**src/rtl/dino_obstacle_scroller.sv**
```systemverilog
// dino_obstacle_scroller: world side of the 7-segment dinosaur game.
// Spawns pseudo-random cacti and birds, scrolls them from hex0 toward the
// player next to hex4, times the player's jump, detects collisions and
// keeps a saturating score.
// Optional build macro DINO_SPEEDUP_EN: the scroll tick shortens as the
// score passes each multiple of 16 (up to three speed levels).
module dino_obstacle_scroller #(
    parameter int unsigned TICK_DIV   = 12500000,
    parameter int unsigned JUMP_TICKS = 3,
    parameter int unsigned GAP_MIN    = 2,
    parameter logic [15:0] LFSR_SEED  = 16'hACE1
) (
    input  logic        CLOCK_50,
    input  logic        RESET,
    input  logic        start,
    input  logic        jump_req,
    output logic [6:0]  hex0,
    output logic [6:0]  hex1,
    output logic [6:0]  hex2,
    output logic [6:0]  hex3,
    output logic [6:0]  hex4,
    output logic [6:0]  player_hex,
    output logic [15:0] score,
    output logic        running,
    output logic        game_over
);

    localparam int unsigned CNT_W = $clog2(TICK_DIV);
    localparam int unsigned GAP_W = $clog2(GAP_MIN + 2);

    // An all-zero seed would lock the LFSR, so it is replaced by 1.
    localparam logic [15:0] SEED = (LFSR_SEED == 16'h0000) ? 16'h0001 : LFSR_SEED;

    localparam logic [1:0] CELL_EMPTY  = 2'd0;
    localparam logic [1:0] CELL_CACTUS = 2'd1;
    localparam logic [1:0] CELL_BIRD   = 2'd2;

    localparam logic [6:0] GLYPH_EMPTY  = 7'b1111111;
    localparam logic [6:0] GLYPH_CACTUS = 7'b1110111;
    localparam logic [6:0] GLYPH_BIRD   = 7'b1111110;
    localparam logic [6:0] PLAYER_LOW   = 7'b0100011;
    localparam logic [6:0] PLAYER_HIGH  = 7'b0011100;

    typedef enum logic [1:0] {
        ST_IDLE,
        ST_RUN,
        ST_OVER
    } state_t;

    state_t state_q, state_d;

    // Cells packed two bits each: [1:0] is hex0 (spawn side), [9:8] is hex4.
    logic [9:0]       cells_q, cells_d;
    logic [15:0]      score_q, score_d;
    logic [2:0]       air_q, air_d;
    logic [CNT_W-1:0] cnt_q, cnt_d;
    logic [CNT_W-1:0] term;
    logic [GAP_W-1:0] gap_q, gap_d;
    logic [15:0]      lfsr_q, lfsr_d;

    logic       in_run;
    logic       enter_run;
    logic       tick;
    logic       airborne;
    logic       jump_acc;
    logic       collision;
    logic       spawn;
    logic       lfsr_fb;
    logic [1:0] leaving;
    logic [1:0] new_cell;

    function automatic logic [6:0] cell_glyph(input logic [1:0] c);
        case (c)
            CELL_CACTUS: cell_glyph = GLYPH_CACTUS;
            CELL_BIRD:   cell_glyph = GLYPH_BIRD;
            default:     cell_glyph = GLYPH_EMPTY;
        endcase
    endfunction

    assign in_run    = (state_q == ST_RUN);
    assign enter_run = start && (state_q != ST_RUN);
    assign tick      = in_run && (cnt_q == term);
    assign airborne  = (air_q != 3'd0);
    // A jump is only taken from the ground during a game.
    assign jump_acc  = in_run && jump_req && !airborne;
    assign leaving   = cells_q[9:8];
    // A jump accepted on the tick cycle already counts as airborne for the
    // obstacle leaving hex4, so the player may jump "just in time".
    assign collision = tick && (((leaving == CELL_CACTUS) && !(airborne || jump_acc)) ||
                                ((leaving == CELL_BIRD)   &&  (airborne || jump_acc)));
    assign lfsr_fb   = lfsr_q[15] ^ lfsr_q[13] ^ lfsr_q[12] ^ lfsr_q[10];
    assign spawn     = (gap_q >= GAP_W'(GAP_MIN)) && (lfsr_q[1:0] == 2'b11);
    assign new_cell  = spawn ? (lfsr_q[2] ? CELL_BIRD : CELL_CACTUS) : CELL_EMPTY;

`ifdef DINO_SPEEDUP_EN
    logic [1:0] level_q, level_d;

    // Terminal count of the scroll tick shrinks by half per speed level.
    always_comb begin
        case (level_q)
            2'd0:    term = CNT_W'(TICK_DIV - 1);
            2'd1:    term = CNT_W'((TICK_DIV >> 1) - 1);
            2'd2:    term = CNT_W'((TICK_DIV >> 2) - 1);
            default: term = CNT_W'((TICK_DIV >> 3) - 1);
        endcase
    end

    // Speed level rises whenever the score steps onto a multiple of 16.
    always_comb begin
        level_d = level_q;
        if (enter_run) begin
            level_d = 2'd0;
        end else if ((score_d != score_q) && (score_d[3:0] == 4'h0) && (level_q != 2'd3)) begin
            level_d = level_q + 2'd1;
        end
    end

    // Speed level register.
    always_ff @(posedge CLOCK_50 or posedge RESET) begin
        if (RESET) begin
            level_q <= 2'd0;
        end else begin
            level_q <= level_d;
        end
    end
`else
    assign term = CNT_W'(TICK_DIV - 1);
`endif

    // Game state transitions: start begins a game, a collision ends it.
    always_comb begin
        state_d = state_q;
        case (state_q)
            ST_IDLE: if (start)     state_d = ST_RUN;
            ST_RUN:  if (collision) state_d = ST_OVER;
            ST_OVER: if (start)     state_d = ST_RUN;
            default:                state_d = ST_IDLE;
        endcase
    end

    // Game state register.
    always_ff @(posedge CLOCK_50 or posedge RESET) begin
        if (RESET) begin
            state_q <= ST_IDLE;
        end else begin
            state_q <= state_d;
        end
    end

    // World update: tick counting, jump timing, scroll, spawn and scoring.
    always_comb begin
        cells_d = cells_q;
        score_d = score_q;
        air_d   = air_q;
        cnt_d   = cnt_q;
        gap_d   = gap_q;
        lfsr_d  = lfsr_q;
        if (enter_run) begin
            // The LFSR keeps running across games so each game differs.
            cells_d = '0;
            score_d = '0;
            air_d   = '0;
            cnt_d   = '0;
            gap_d   = GAP_W'(GAP_MIN);
        end else if (in_run) begin
            cnt_d = tick ? '0 : cnt_q + 1'b1;
            if (jump_acc) begin
                air_d = 3'(JUMP_TICKS);
            end else if (tick && airborne) begin
                air_d = air_q - 3'd1;
            end
            if (tick) begin
                lfsr_d = {lfsr_q[14:0], lfsr_fb};
                // On a collision the world freezes with the obstacle in hex4.
                if (!collision) begin
                    if ((leaving != CELL_EMPTY) && (score_q != 16'hFFFF)) begin
                        score_d = score_q + 16'd1;
                    end
                    cells_d = {cells_q[7:0], new_cell};
                    if (spawn) begin
                        gap_d = '0;
                    end else if (gap_q < GAP_W'(GAP_MIN)) begin
                        gap_d = gap_q + 1'b1;
                    end
                end
            end
        end
    end

    // World registers.
    always_ff @(posedge CLOCK_50 or posedge RESET) begin
        if (RESET) begin
            cells_q <= '0;
            score_q <= '0;
            air_q   <= '0;
            cnt_q   <= '0;
            gap_q   <= GAP_W'(GAP_MIN);
            lfsr_q  <= SEED;
        end else begin
            cells_q <= cells_d;
            score_q <= score_d;
            air_q   <= air_d;
            cnt_q   <= cnt_d;
            gap_q   <= gap_d;
            lfsr_q  <= lfsr_d;
        end
    end

    assign hex0       = cell_glyph(cells_q[1:0]);
    assign hex1       = cell_glyph(cells_q[3:2]);
    assign hex2       = cell_glyph(cells_q[5:4]);
    assign hex3       = cell_glyph(cells_q[7:6]);
    assign hex4       = cell_glyph(cells_q[9:8]);
    assign player_hex = airborne ? PLAYER_HIGH : PLAYER_LOW;
    assign score      = score_q;
    assign running    = (state_q == ST_RUN);
    assign game_over  = (state_q == ST_OVER);

endmodule

```
**config.mk**
```make
export PLATFORM = sky130hd
export DESIGN_NAME = dino_obstacle_scroller
export DESIGN_NICKNAME = d
export VERILOG_FILES = /design/src/rtl/dino_obstacle_scroller.sv
export SDC_FILE = /design/constraint.sdc
export NUM_CORES = 1
export LEC_CHECK = 0
export BUFFER_PORTS_ARGS = -buffer_cell sky130_fd_sc_hd__buf_2
export CORE_MARGIN = 4
export CORE_UTILIZATION = 46
export DETAILED_ROUTE_END_ITERATION = 6
export MAX_ROUTING_LAYER = met4
export PLACE_DENSITY = 0.67
export SYNTH_ARGS = -nofsm -noshare
export SYNTH_HDL_FRONTEND = slang
export SYNTH_SLANG_ARGS = --single-unit
```
**constraint.sdc**
```tcl
create_clock -name CLOCK_50 -period 2.5 [get_ports CLOCK_50]
set_input_delay 0 -clock CLOCK_50 [delete_from_list [all_inputs] [get_ports CLOCK_50]]
set_output_delay 0 -clock CLOCK_50 [all_outputs]
set_load 0.005 [all_outputs]
```
==> results of run 1 <==
[cell type report]
cell class                 instances  area share [%]
tap                              108            2.99
clock inverter                     5            1.24
timing repair buffer              48            6.25
multi-input combinational        329            44.4
inverter                          19            1.58
sequential                        73            40.6
clock buffer                      11            2.90
[synthesized netlist by cell type (3+ instances only)]
cell type / instances
o31ai_1: 3
or4_1: 3
xnor2_1: 12
a31o_2: 5
clkbuf_1: 4
xor2_1: 8
ha_1: 5
and4_1: 9
mux2_2: 3
o21ai_0: 6
dfstp_2: 9
inv_1: 19
a31oi_1: 3
nor2b_1: 3
mux2i_1: 8
nor4b_1: 3
o221ai_2: 3
nor3_1: 9
and3_1: 4
buf_4: 34
a21oi_1: 13
buf_2: 4
nand2b_1: 13
nand4_1: 12
nand4b_1: 3
and2_1: 3
nor2_1: 40
dfrtp_1: 64
nand3_1: 13
a311oi_1: 3
nand2_1: 76
[critical path, stage by stage, from the launching register on]
cell and delay, ns:
dfrtp_1 0.40, ha_1 0.22, and4_1 0.24, and4_1 0.26, and4_1 0.21, buf_4 0.29, a41oi_1 0.16, a41o_1 0.24
[power breakdown]
part           total, mW  leakage, nW  internal (mW)  switching [mW]
Sequential          1.36        0.965           1.27          0.0936
Clock              0.897       0.0933          0.460           0.436
Combinational      0.482         1.08          0.217           0.265
[per-layer routing]
metal	track usage [%]	wire length (um)	up-vias
li1	-	-	1567
met1	22.3	3930	1596
met2	28.3	4200	88
met3	2.98	406	12
met4	6.37	106	0
met5	-	0	-
[path summary, 6_finish.rpt]
check / start / slack, ns / cells past startpoint / endpoint
worst max-delay path: cnt_q[0]$_DFFE_PP0P_ / 0.36 / 7 / score[8]$_DFFE_PP0P_
worst min-delay path: start / 0.08 / 3 / state_q[0]$_DFFE_PP0P_
worst max register to register: cnt_q[0]$_DFFE_PP0P_ / 0.36 / 7 / score[8]$_DFFE_PP0P_
worst min register to register: lfsr_q[7]$_DFFE_PP1P_ / 0.46 / 2 / lfsr_q[7]$_DFFE_PP1P_
max in group asynchronous: RESET / 1.88 / 4 / gap_q[1]$_DFFE_PP1P_
min in group asynchronous: RESET / 0.26 / 4 / lfsr_q[14]$_DFFE_PP0P_
[metrics by stage]
stage	area (um^2)	util, %	hold slack, ns
after floorplan	4230	-	0.198
after global placement	4330	49.6	0.117
after detailed placement	4330	49.6	0.118
after CTS	4530	51.9	0.0659
after global routing	4530	51.9	0.0831
final	4530	51.9	0.0763
[registers in the layout, summed over array words and instances (netlist names)]
signal   flops
cnt_q       24
lfsr_q      16
score       16
cells_q     10
air_q        3
gap_q        2
state_q      2
[cells by family (layout without fill, tap and decap cells)]
family,after synthesis,after routing
AOI/OAI and AO/OA,58,58
xor gates and xnor gates,20,20
adders and majority gates,5,5
buffers and inverters,63,83
DFF,73,73
muxes,11,11
other,2,26
and+or+nand+nor,209,209
[repair_timing]
item | 4_1_cts | 5_1_grt
endpoints found under the setup margin | 0 | 0
hold buffers | 1 | 0
setup buffers | 0 | 0
hold endpoints to repair | 64 | 0
==> results by group, run 1 <==
Status
  – Run status: finished, final reports clean

Synthesis
  – Synth top area cells: dfrtp_1 39%, nand2_1 6.9%, buf_4 6.2%
  – Synth Area in Compound Gates: around 11%
  – Sequential area share after synthesis: 44.4%
  – Synth Area in Adders: 1.51%
  – Post-synthesis mux area share: about 2.8%
  – Mapped Avg Cell Area: approximately 9.4 um^2
  – Synth unique cells: between 60 and 70
  – Combinational family with the most area after synthesis: simple AND/OR/NAND/NOR gates
  – Yosys warns: 0
  – Synth Area in XOR/XNOR: under 10%
  – Number of synthesized register bits: 73
  – Cells after Synth: 441
  – Synth Flop Type: dfrtp_1
  – Post-Synth Simple-Gate Area: 26.7%
  – Post-synth top area cell: dfrtp_1
  – Ys async rst share: 100%
  – Post-synth EDFFs: 0
  – Mapped Area: 4140 um^2
  – Yosys top cell area share: 38.7%

CTS
  – Clock transition at path regs: 0.08 ns
  – TritonCTS clock tree: yes
  – Clock buffer depth: 2
  – Clock buffer count from CTS: 9
  – Sink Count: 73
  – Clock root buffer: clkbuf_8
  – Clock Latency Late Sink: 0.34 ns
  – Post-CTS resize count: 0
  – CTS HTree Levels: 3

Global routing
  – GRT Overall Usage: 17.6%
  – Initial antenna violation count: 0
  – Grt ovf: 0
  – First-pass GRT wire length: 14500 um
  – Vias in the first global route: just over 3000
  – Largest net degree at the start of global routing: 74

Worst setup path
  – Crit path DAT: 2.37 ns
  – Crit end category: flip-flop
  – Startpoint Class: flip-flop
  – WS Path Type: reg -> reg
  – Critical Path RT: about 2.7 ns
  – Top fanout value on the critical path: 27

Timing
  – Final Slew Violations: 0
  – Final Critical Period: 2.14 ns
  – Setup TNS Final: 0 ns
  – Final Hold Viols: 0
  – Setup violators final: 0
  – Max-slew headroom: between 60% and 70%
  – Crit path setup slack, layout: 0.365 ns
  – Clock Skew: 0.0150 ns
  – Final worst path period share: 85.4%
  – FMAX: 468 MHz
  – Unrepaired setup endpoints after global routing: no
  – Slew @ Worst Pin: 0.576 ns

Routing
  – DRT iter0 DRCs: 190
  – Routed wire length: 8650 um
  – DRT antenna net count: 0
  – DR DRC count: 0
  – Pre-antenna DRT Iters: 5
  – Via count: 3263
  – Drt wl/cell: 14.6 um
  – Vias per inst: 5.50

Placement
  – Pre-CTS setup slack: slightly below 0.4 ns
  – DP Wirelength: ~6000 um
  – Routability congestion estimate from global placement: 0.896
  – Post-placement cell count: 576
  – PortBufs: 37

Floorplan
  – Core area: 8720 um^2
  – Number of cell rows: 34
  – Boundary Pins: 64
  – Die Y-Extent: 103 um
  – Die ar.: 10600 um^2
  – Initial core utilization: 47.4%
  – Die Wd: 103 um

Final layout
  – Ant diodes: 0
  – Commonest non-fill, non-tap cell in the layout: nand2_1
  – Final Non-Filler Cells: 593
  – Area Overhead vs Synth: 9.41%
  – Most frequent cells in the layout: 76 x nand2_1, 64 x dfrtp_1, 40 x nor2_1
  – Fill cells: 813
  – Share of cells above drive strength 1: 19.6%
  – Area of the multi-input gates: 2010 um^2
  – FF/Latch Area: 1840 um^2
  – Nets: 489

Pwr
  – Peak supply drop: 0.000357 V
  – Pwr Density: 606 nW/um^2
  – Static leakage: between 2 and 2.5 nW
  – Design Power: 2.74 mW

Hold path
  – Hold WC Path Type: in -> reg

Flow run
  – Max Cap Viol: 0
Power figures use the tool's default switching activity.
==> inputs of run 2 (changes only) <==
--- a/config.mk
+++ b/config.mk
@@ -6,7 +6,6 @@
 export NUM_CORES = 1
 export LEC_CHECK = 0
 export BUFFER_PORTS_ARGS = -buffer_cell sky130_fd_sc_hd__buf_2
-export CORE_MARGIN = 4
 export CORE_UTILIZATION = 46
 export DETAILED_ROUTE_END_ITERATION = 6
 export MAX_ROUTING_LAYER = met4
==> run 2 against run 1 <==
  * Critical path type unchanged
  * Global-route usage increased by 2.6 points
  * Via count decreased by 0.15%
  * Die area decreased by 11%
  * Register-to-register slack got worse by 0.02 ns
==> results by group, run 2 (synthesized netlist as in run 1, its figures left out) <==
Worst setup path
  – WS Path Type: reg -> reg (unchanged)
  – Crit path DAT: 2.39 ns (was 2.37 ns)
  – Critical Path RT: 2.73 ns (about the same)
  – Top fanout value on the critical path: 27 (unchanged)
  – Startpoint Class: flip-flop (unchanged)
  – Crit end category: flip-flop (unchanged)

Timing
  – Final worst path period share: 86.3% (was 85.4%)
  – Unrepaired setup endpoints after global routing: no (unchanged)
  – FMAX: 463 MHz (was 468 MHz)
  – Setup violators final: 0 (unchanged)
  – Max-slew headroom: 60.9% (was 61.2%)
  – Slew @ Worst Pin: 0.581 ns (was 0.576 ns)
  – Final Slew Violations: 0 (unchanged)
  – Clock Skew: 0.0133 ns (was 0.0150 ns)
  – Setup TNS Final: 0 ns (unchanged)
  – Final Hold Viols: 0 (unchanged)
  – Final Critical Period: 2.16 ns (was 2.14 ns)

Final layout
  – Share of cells above drive strength 1: 20.0% (was 19.6%)
  – Ant diodes: 0 (unchanged)
  – Fill cells: 794 (was 813)
  – Nets: 489 (unchanged)
  – Most frequent cells in the layout: 76 x nand2_1, 64 x dfrtp_1, 40 x nor2_1 (unchanged)
  – Largest register FFs: 24 (unchanged)
  – Most flops, register: cnt_q (unchanged)
  – Final instance area: 4570 um^2 (was 4530 um^2)
  – Area Overhead vs Synth: 10.4% (was 9.41%)
  – Commonest non-fill, non-tap cell in the layout: nand2_1 (unchanged)

Placement
  – Area after DPL: 4330 um^2 (unchanged)
  – PortBufs: 37 (unchanged)
  – Routability congestion estimate from global placement: 0.862 (was 0.896)
  – DP Wirelength: 5900 um (was 6010 um)

Flow run
  – Max Cap Viol: 0 (unchanged)

CTS
  – Clock Latency Late Sink: 0.35 ns (was 0.34 ns)
  – TritonCTS clock tree: yes (unchanged)
  – Clock buffer depth: 2 (unchanged)
  – Post-CTS resize count: 0 (unchanged)
  – Sink Count: 73 (unchanged)
  – CTS HTree Levels: 3 (unchanged)
  – Clock transition at path regs: 0.09 ns (was 0.08 ns)
  – Clock root buffer: clkbuf_8 (unchanged)
  – Clock buffer count from CTS: 9 (unchanged)

Routing
  – Via count: 3258 (was 3263)
  – Routed wire length: 8670 um (was 8650 um)
  – DRT iter0 DRCs: 143 (was 190)
  – Pre-antenna DRT Iters: 4 (was 5)
  – DR DRC count: 0 (unchanged)
  – Drt wl/cell: 14.6 um (about the same)
  – Vias per inst: 5.49 (was 5.50)
  – DRT antenna net count: 0 (unchanged)

Global routing
  – GRT Overall Usage: 20.1% (was 17.6%)
  – Met1 usage: 25.5% (was 22.3%)
  – Grt ovf: 0 (unchanged)
  – Busiest grt layer: met2 (unchanged)
  – M2 GR Usage: 31.9% (was 28.3%)
  – Initial antenna violation count: 0 (unchanged)
  – M3 GR Usage: 3.47% (was 2.98%)
  – First-pass GRT wire length: 14900 um (was 14500 um)
  – Vias in the first global route: 3153 (was 3055)
  – Largest net degree at the start of global routing: 74 (unchanged)

Pwr
  – Pwr Density: 636 nW/um^2 (was 606 nW/um^2)
  – Peak supply drop: 0.000279 V (was 0.000357 V)
  – Static leakage: 2.15 nW (was 2.14 nW)

Floorplan
  – Core area: 8720 um^2 (unchanged)
  – Boundary Pins: 64 (unchanged)
  – Number of cell rows: 34 (unchanged)
  – Initial core utilization: 47.4% (unchanged)
  – Die Wd: 96.8 um (was 103 um)
  – Die ar.: 9380 um^2 (was 10600 um^2)
  – Die Y-Extent: 96.8 um (was 103 um)

Status
  – Run status: finished, final reports clean (unchanged)

Hold path
  – Hold WC Path Type: in -> reg (unchanged)
run 2: power breakdown:
group | internal, mW | switching, mW
Combinational | 0.214 | 0.260
Clock | 0.591 | 0.477
Sequential | 1.27 | 0.0921
Total | 2.08 | 0.829
run 2: layout make-up:
type / instances / area, um^2 / share of cell area [%]
clock buffers: 10 / 138 / 3.01
clock inverters: 6 / 91.3 / 2.00
inverters: 19 / 71.3 / 1.56
multi-input cells: 329 / 2010 / 44.0
flip-flops and latches: 73 / 1840 / 40.2
well taps: 108 / 135 / 2.96
repair buffers: 48 / 283 / 6.19
run 2: metal layers:
layer,share of wire [%],vias to the layer above
li1,-,1566
met1,46,1579
met2,48,103
met3,4.1,10
met4,1.5,0
met5,0,-
run 2: final timing paths:
kind	slack (ns)	to	start	cells past startpoint
hold reg to reg	0.46	lfsr_q[11]$_DFFE_PP1P_	lfsr_q[11]$_DFFE_PP1P_	2
setup reg to reg	0.34	score[6]$_DFFE_PP0P_	air_q[0]$_DFFE_PP0P_	9
hold / removal	0.05	state_q[0]$_DFFE_PP0P_	start	3
max in group asynchronous	1.89	lfsr_q[7]$_DFFE_PP1P_	RESET	4
setup / recovery	0.34	score[6]$_DFFE_PP0P_	air_q[0]$_DFFE_PP0P_	9
min in group asynchronous	0.27	cells_q[1]$_DFFE_PP0P_	RESET	4
run 2: worst max-delay path, stage by stage (launching register included):
cell	delay [ns]
dfrtp_1	0.40
inv_1	0.06
ha_1	0.14
ha_1	0.15
inv_1	0.10
or3b_1	0.43
and4_1	0.17
buf_4	0.22
nand2_1	0.22
o221ai_2	0.12
run 2: through the flow:
step / hold WS (ns) / setup WS (ns) / std cells / power (mW) / utilization (%)
after floorplan: 0.198 / 0.342 / 465 / 1.77 / -
after global placement: 0.118 / 0.409 / 576 / 1.85 / 49.6
after detailed placement: 0.119 / 0.356 / 576 / 1.87 / 49.6
after CTS: 0.0340 / 0.339 / 593 / 2.94 / 52.4
after global routing: 0.0604 / 0.200 / 593 / 3.07 / 52.4
final: 0.0516 / 0.342 / 593 / 2.90 / 52.4
run 2: timing repair:
| item | in CTS | in global routing |
|---|---|---|
| setup buffers | 0 | 0 |
| hold endpoints to repair | 64 | 0 |
| hold buffers | 1 | 0 |
==> inputs of run 3 (changes only) <==
--- a/config.mk
+++ b/config.mk
@@ -5,11 +5,13 @@
 export SDC_FILE = /design/constraint.sdc
 export NUM_CORES = 1
 export LEC_CHECK = 0
+export ABC_AREA = 1
 export BUFFER_PORTS_ARGS = -buffer_cell sky130_fd_sc_hd__buf_2
+export CORE_MARGIN = 3
 export CORE_UTILIZATION = 46
 export DETAILED_ROUTE_END_ITERATION = 6
 export MAX_ROUTING_LAYER = met4
-export PLACE_DENSITY = 0.67
+export PLACE_DENSITY = 0.66
 export SYNTH_ARGS = -nofsm -noshare
 export SYNTH_HDL_FRONTEND = slang
 export SYNTH_SLANG_ARGS = --single-unit
==> run 3 against run 2 <==
  * First-iteration DRC count decreased by 2.8%
  * Synthesized cell count increased by 40%
  * Clock skew increased by 0.0035 ns
  * Worst setup slack improved by 0.069 ns
  * Sequential share of layout area decreased by 3.8 points
  * Critical path type unchanged
==> results by group, run 3 <==
Status
  – Run status: finished, final reports clean (unchanged)

Global routing
  – Initial antenna violation count: 0 (unchanged)
  – Vias in the first global route: 3741 (was 3153)
  – GRT Overall Usage: 19.3% (was 20.1%)
  – First-pass GRT wire length: 17300 um (was 14900 um)
  – Grt ovf: 0 (unchanged)
  – Largest net degree at the start of global routing: 74 (unchanged)

Timing
  – Clock Skew: 0.0168 ns (was 0.0133 ns)
  – Crit path setup slack, layout: 0.411 ns (was 0.342 ns)
  – Final worst path period share: 83.5% (was 86.3%)
  – Final Critical Period: 2.09 ns (was 2.16 ns)
  – Final Slew Violations: 0 (unchanged)
  – Unrepaired setup endpoints after global routing: no (unchanged)
  – Final Hold Viols: 0 (unchanged)
  – Setup TNS Final: 0 ns (unchanged)
  – Setup violators final: 0 (unchanged)
  – FMAX: 479 MHz (was 463 MHz)
  – Slew @ Worst Pin: 0.936 ns (was 0.581 ns)
  – Max-slew headroom: 37.6% (was 60.9%)

Synthesis
  – Synth unique cells: 40 (was 66)
  – Mapped Avg Cell Area: 7.58 um^2 (was 9.38 um^2)
  – Top-count cell post-synth: nand2_1 (unchanged)
  – Synth Flop Type: dfrtp_1 (unchanged)
  – Yosys warns: 0 (unchanged)
  – Ys async rst share: 100% (unchanged)
  – Yosys top cell area share: 34.3% (was 38.7%)
  – Cells after Synth: 616 (was 441)
  – Synth top area cells: dfrtp_1 34%, nand2_1 12%, nand3_1 6.3% (was dfrtp_1 39%, nand2_1 6.9%, buf_4 6.2%)
  – Sequential area share after synthesis: 39.3% (was 44.4%)
  – Mapped Area: 4670 um^2 (was 4140 um^2)
  – Post-synth top area cell: dfrtp_1 (unchanged)
  – Number of synthesized register bits: 73 (unchanged)
  – Synth top cells by count: 144 x nand2_1, 75 x nor2_1, 64 x dfrtp_1, 63 x inv_1, 59 x nand3_1 (was 76 x nand2_1, 64 x dfrtp_1, 40 x nor2_1, 34 x buf_4, 19 x inv_1)
  – Post-synth EDFFs: 0 (unchanged)

Worst setup path
  – Startpoint Class: flip-flop (unchanged)
  – R2r setup slk: 0.41 ns (was 0.34 ns)
  – Top fanout value on the critical path: 18 (was 27)
  – Critical Path RT: 2.75 ns (was 2.73 ns)
  – Crit end category: flip-flop (unchanged)
  – Worst path bufs/invs: 1 (was 3)
  – CP max stage cell: dfrtp_1 (was or3b_1)
  – Crit path max-delay family: simple AND/OR/NAND/NOR gates (unchanged)
  – WS Path Type: reg -> reg (unchanged)
  – Critical path cell sequence: ha_1 > nand3_2 > clkinv_2 > nand2_1 > nor2_4 > nand3_2 > nand2_4 > nand3_4 > nand2_1 > nand2_1 (was inv_1 > ha_1 > ha_1 > inv_1 > or3b_1 > and4_1 > buf_4 > nand2_1 > o221ai_2)
  – Reg2Reg Depth: 10 (was 9)
  – Worst reg2reg startpoint: cnt_q[0]$_DFFE_PP0P_ (was air_q[0]$_DFFE_PP0P_)
  – Most numerous cell on the critical path: nand2_1
  – Worst flop-to-flop path endpoint: score[6]$_DFFE_PP0P_ (unchanged)
  – Crit path DAT: 2.34 ns (was 2.39 ns)
  – CP max stage delay: 0.41 ns (was 0.43 ns)

CTS
  – Postcts setup bufs: 0 (unchanged)
  – TritonCTS clock tree: yes (unchanged)
  – Sink Count: 73 (unchanged)
  – Clock root buffer: clkbuf_8 (unchanged)
  – Clock buffer count from CTS: 9 (unchanged)
  – CTS HTree Levels: 3 (unchanged)
  – Clock buffer depth: 2 (unchanged)
  – Post-CTS resize count: 0 (unchanged)
  – Clock Latency Late Sink: 0.36 ns (was 0.35 ns)
  – Clock transition at path regs: 0.08 ns (was 0.09 ns)
  – CTS hold repair buffers: 2 (was 1)

Final layout
  – Area Overhead vs Synth: 8.06% (was 10.4%)
  – Nets: 661 (was 489)
  – Fill cells: 994 (was 794)
  – Ant diodes: 0 (unchanged)
  – Most frequent cells in the layout: 144 x nand2_1, 75 x nor2_1, 64 x dfrtp_1 (was 76 x nand2_1, 64 x dfrtp_1, 40 x nor2_1)
  – Final Non-Filler Cells: 790 (was 593)
  – Largest register FFs: 24 (unchanged)
  – Share of cells above drive strength 1: 18.7% (was 20.0%)
  – Most flops, register: cnt_q (unchanged)
  – Commonest non-fill, non-tap cell in the layout: nand2_1 (unchanged)

Routing
  – Top Metal Used: met4 (unchanged)
  – Wire length on met3: 360 um (was 352 um)
  – DRT iter0 DRCs: 139 (was 143)
  – Pre-antenna DRT Iters: 4 (unchanged)
  – Vias per inst: 4.93 (was 5.49)
  – Drt wl/cell: 12.6 um (was 14.6 um)
  – Routed wire length: 9960 um (was 8670 um)
  – DRT antenna net count: 0 (unchanged)
  – DR DRC count: 0 (unchanged)
  – Met2 Wirelength: 4710 um (was 4200 um)
  – Met1 WL: 4720 um (was 3990 um)
  – Via count: 3898 (was 3258)

Hold path
  – Hold Path Depth: 5 (was 3)
  – Hold path endpoint: air_q[0]$_DFFE_PP0P_ (was state_q[0]$_DFFE_PP0P_)
  – Hold_sp: jump_req (was start)
  – Hold WC Path Type: in -> reg (unchanged)

Placement
  – DP Wirelength: 7310 um (was 5900 um)
  – Pre-CTS setup slack: 0.396 ns (was 0.356 ns)
  – Routability congestion estimate from global placement: 0.883 (was 0.862)
  – Post-placement cell count: 772 (was 576)
  – PortBufs: 37 (unchanged)

Floorplan
  – Initial core utilization: 47.6% (was 47.4%)
  – Die ar.: 11400 um^2 (was 9380 um^2)
  – Boundary Pins: 64 (unchanged)
  – Die Y-Extent: 107 um (was 96.8 um)
  – Die Wd: 107 um (was 96.8 um)
  – Number of cell rows: 36 (was 34)
  – Core area: 9820 um^2 (was 8720 um^2)

Pwr
  – Pwr Density: 591 nW/um^2 (was 636 nW/um^2)
  – Peak supply drop: 0.000372 V (was 0.000279 V)
  – Static leakage: 2.39 nW (was 2.15 nW)

Flow run
  – Max Cap Viol: 0 (unchanged)
[run 3: how the worst max path moves through the flow]
stage / depth (start not counted) / end / from
2_1_floorplan: 1 / air_q[0]$_DFFE_PP0P_ / RESET
3_5_place_dp: 10 / score[6]$_DFFE_PP0P_ / cnt_q[0]$_DFFE_PP0P_
5_1_grt: 10 / score[5]$_DFFE_PP0P_ / air_q[0]$_DFFE_PP0P_
6_report: 10 / score[6]$_DFFE_PP0P_ / cnt_q[0]$_DFFE_PP0P_
3_3_place_gp: 10 / score[7]$_DFFE_PP0P_ / cnt_q[0]$_DFFE_PP0P_
4_1_cts: 10 / score[6]$_DFFE_PP0P_ / cnt_q[0]$_DFFE_PP0P_
[run 3: logic make-up after synthesis]
group	synth area share, %
buffers and inverters	12.8
other	0.161
adder cells (fa/ha/maj)	1.34
flip-flops	39.3
AO/OA/AOI/OAI	5.36
XOR/XNOR	3.94
AND/OR/NAND/NOR	37.0
[run 3: layer usage]
metal / vias up / track usage (%)
met5: - / -
met4: 0 / 6.67
met3: 15 / 3.49
met2: 75 / 30.8
met1: 1845 / 25.0
li1: 1963 / -
[run 3: power by group]
group / switching [mW] / internal, mW
clock network: 0.446 / 0.565
registers: 0.0998 / 1.29
logic: 0.359 / 0.223
total: 0.904 / 2.08
[run 3: worst register-to-register path: stages (launching register included)]
cell      delay, ns
dfrtp_1        0.41
ha_1           0.27
nand3_2        0.13
clkinv_2       0.12
nand2_1        0.09
nor2_4         0.09
nand3_2        0.10
nand2_4        0.21
nand3_4        0.36
nand2_1        0.16
nand2_1        0.06
[run 3: cell type report]
cell class              instances  area (um^2)  share of cell area [%]
multi-input cells             450         2320                    46.0
repair buffers                 41          220                    4.36
clock buffers                  13          139                    2.75
inverters                      77          293                    5.80
well taps                     133          166                    3.30
flip-flops and latches         73         1840                    36.4
clock inverters                 3         67.6                    1.34
[run 3: through the flow]
stage / hold WS, ns / instance area, um^2 / utilization, % / total power, mW
6_report: 0.0652 / 5050 / 51.4 / 2.98
5_1_grt: 0.0944 / 5050 / 51.4 / 3.16
4_1_cts: 0.0432 / 5050 / 51.4 / 3.02
3_5_place_dp: 0.306 / 4820 / 49.1 / 1.99
3_3_place_gp: 0.295 / 4820 / 49.1 / 1.96
2_1_floorplan: 0.184 / 4760 / - / 1.91
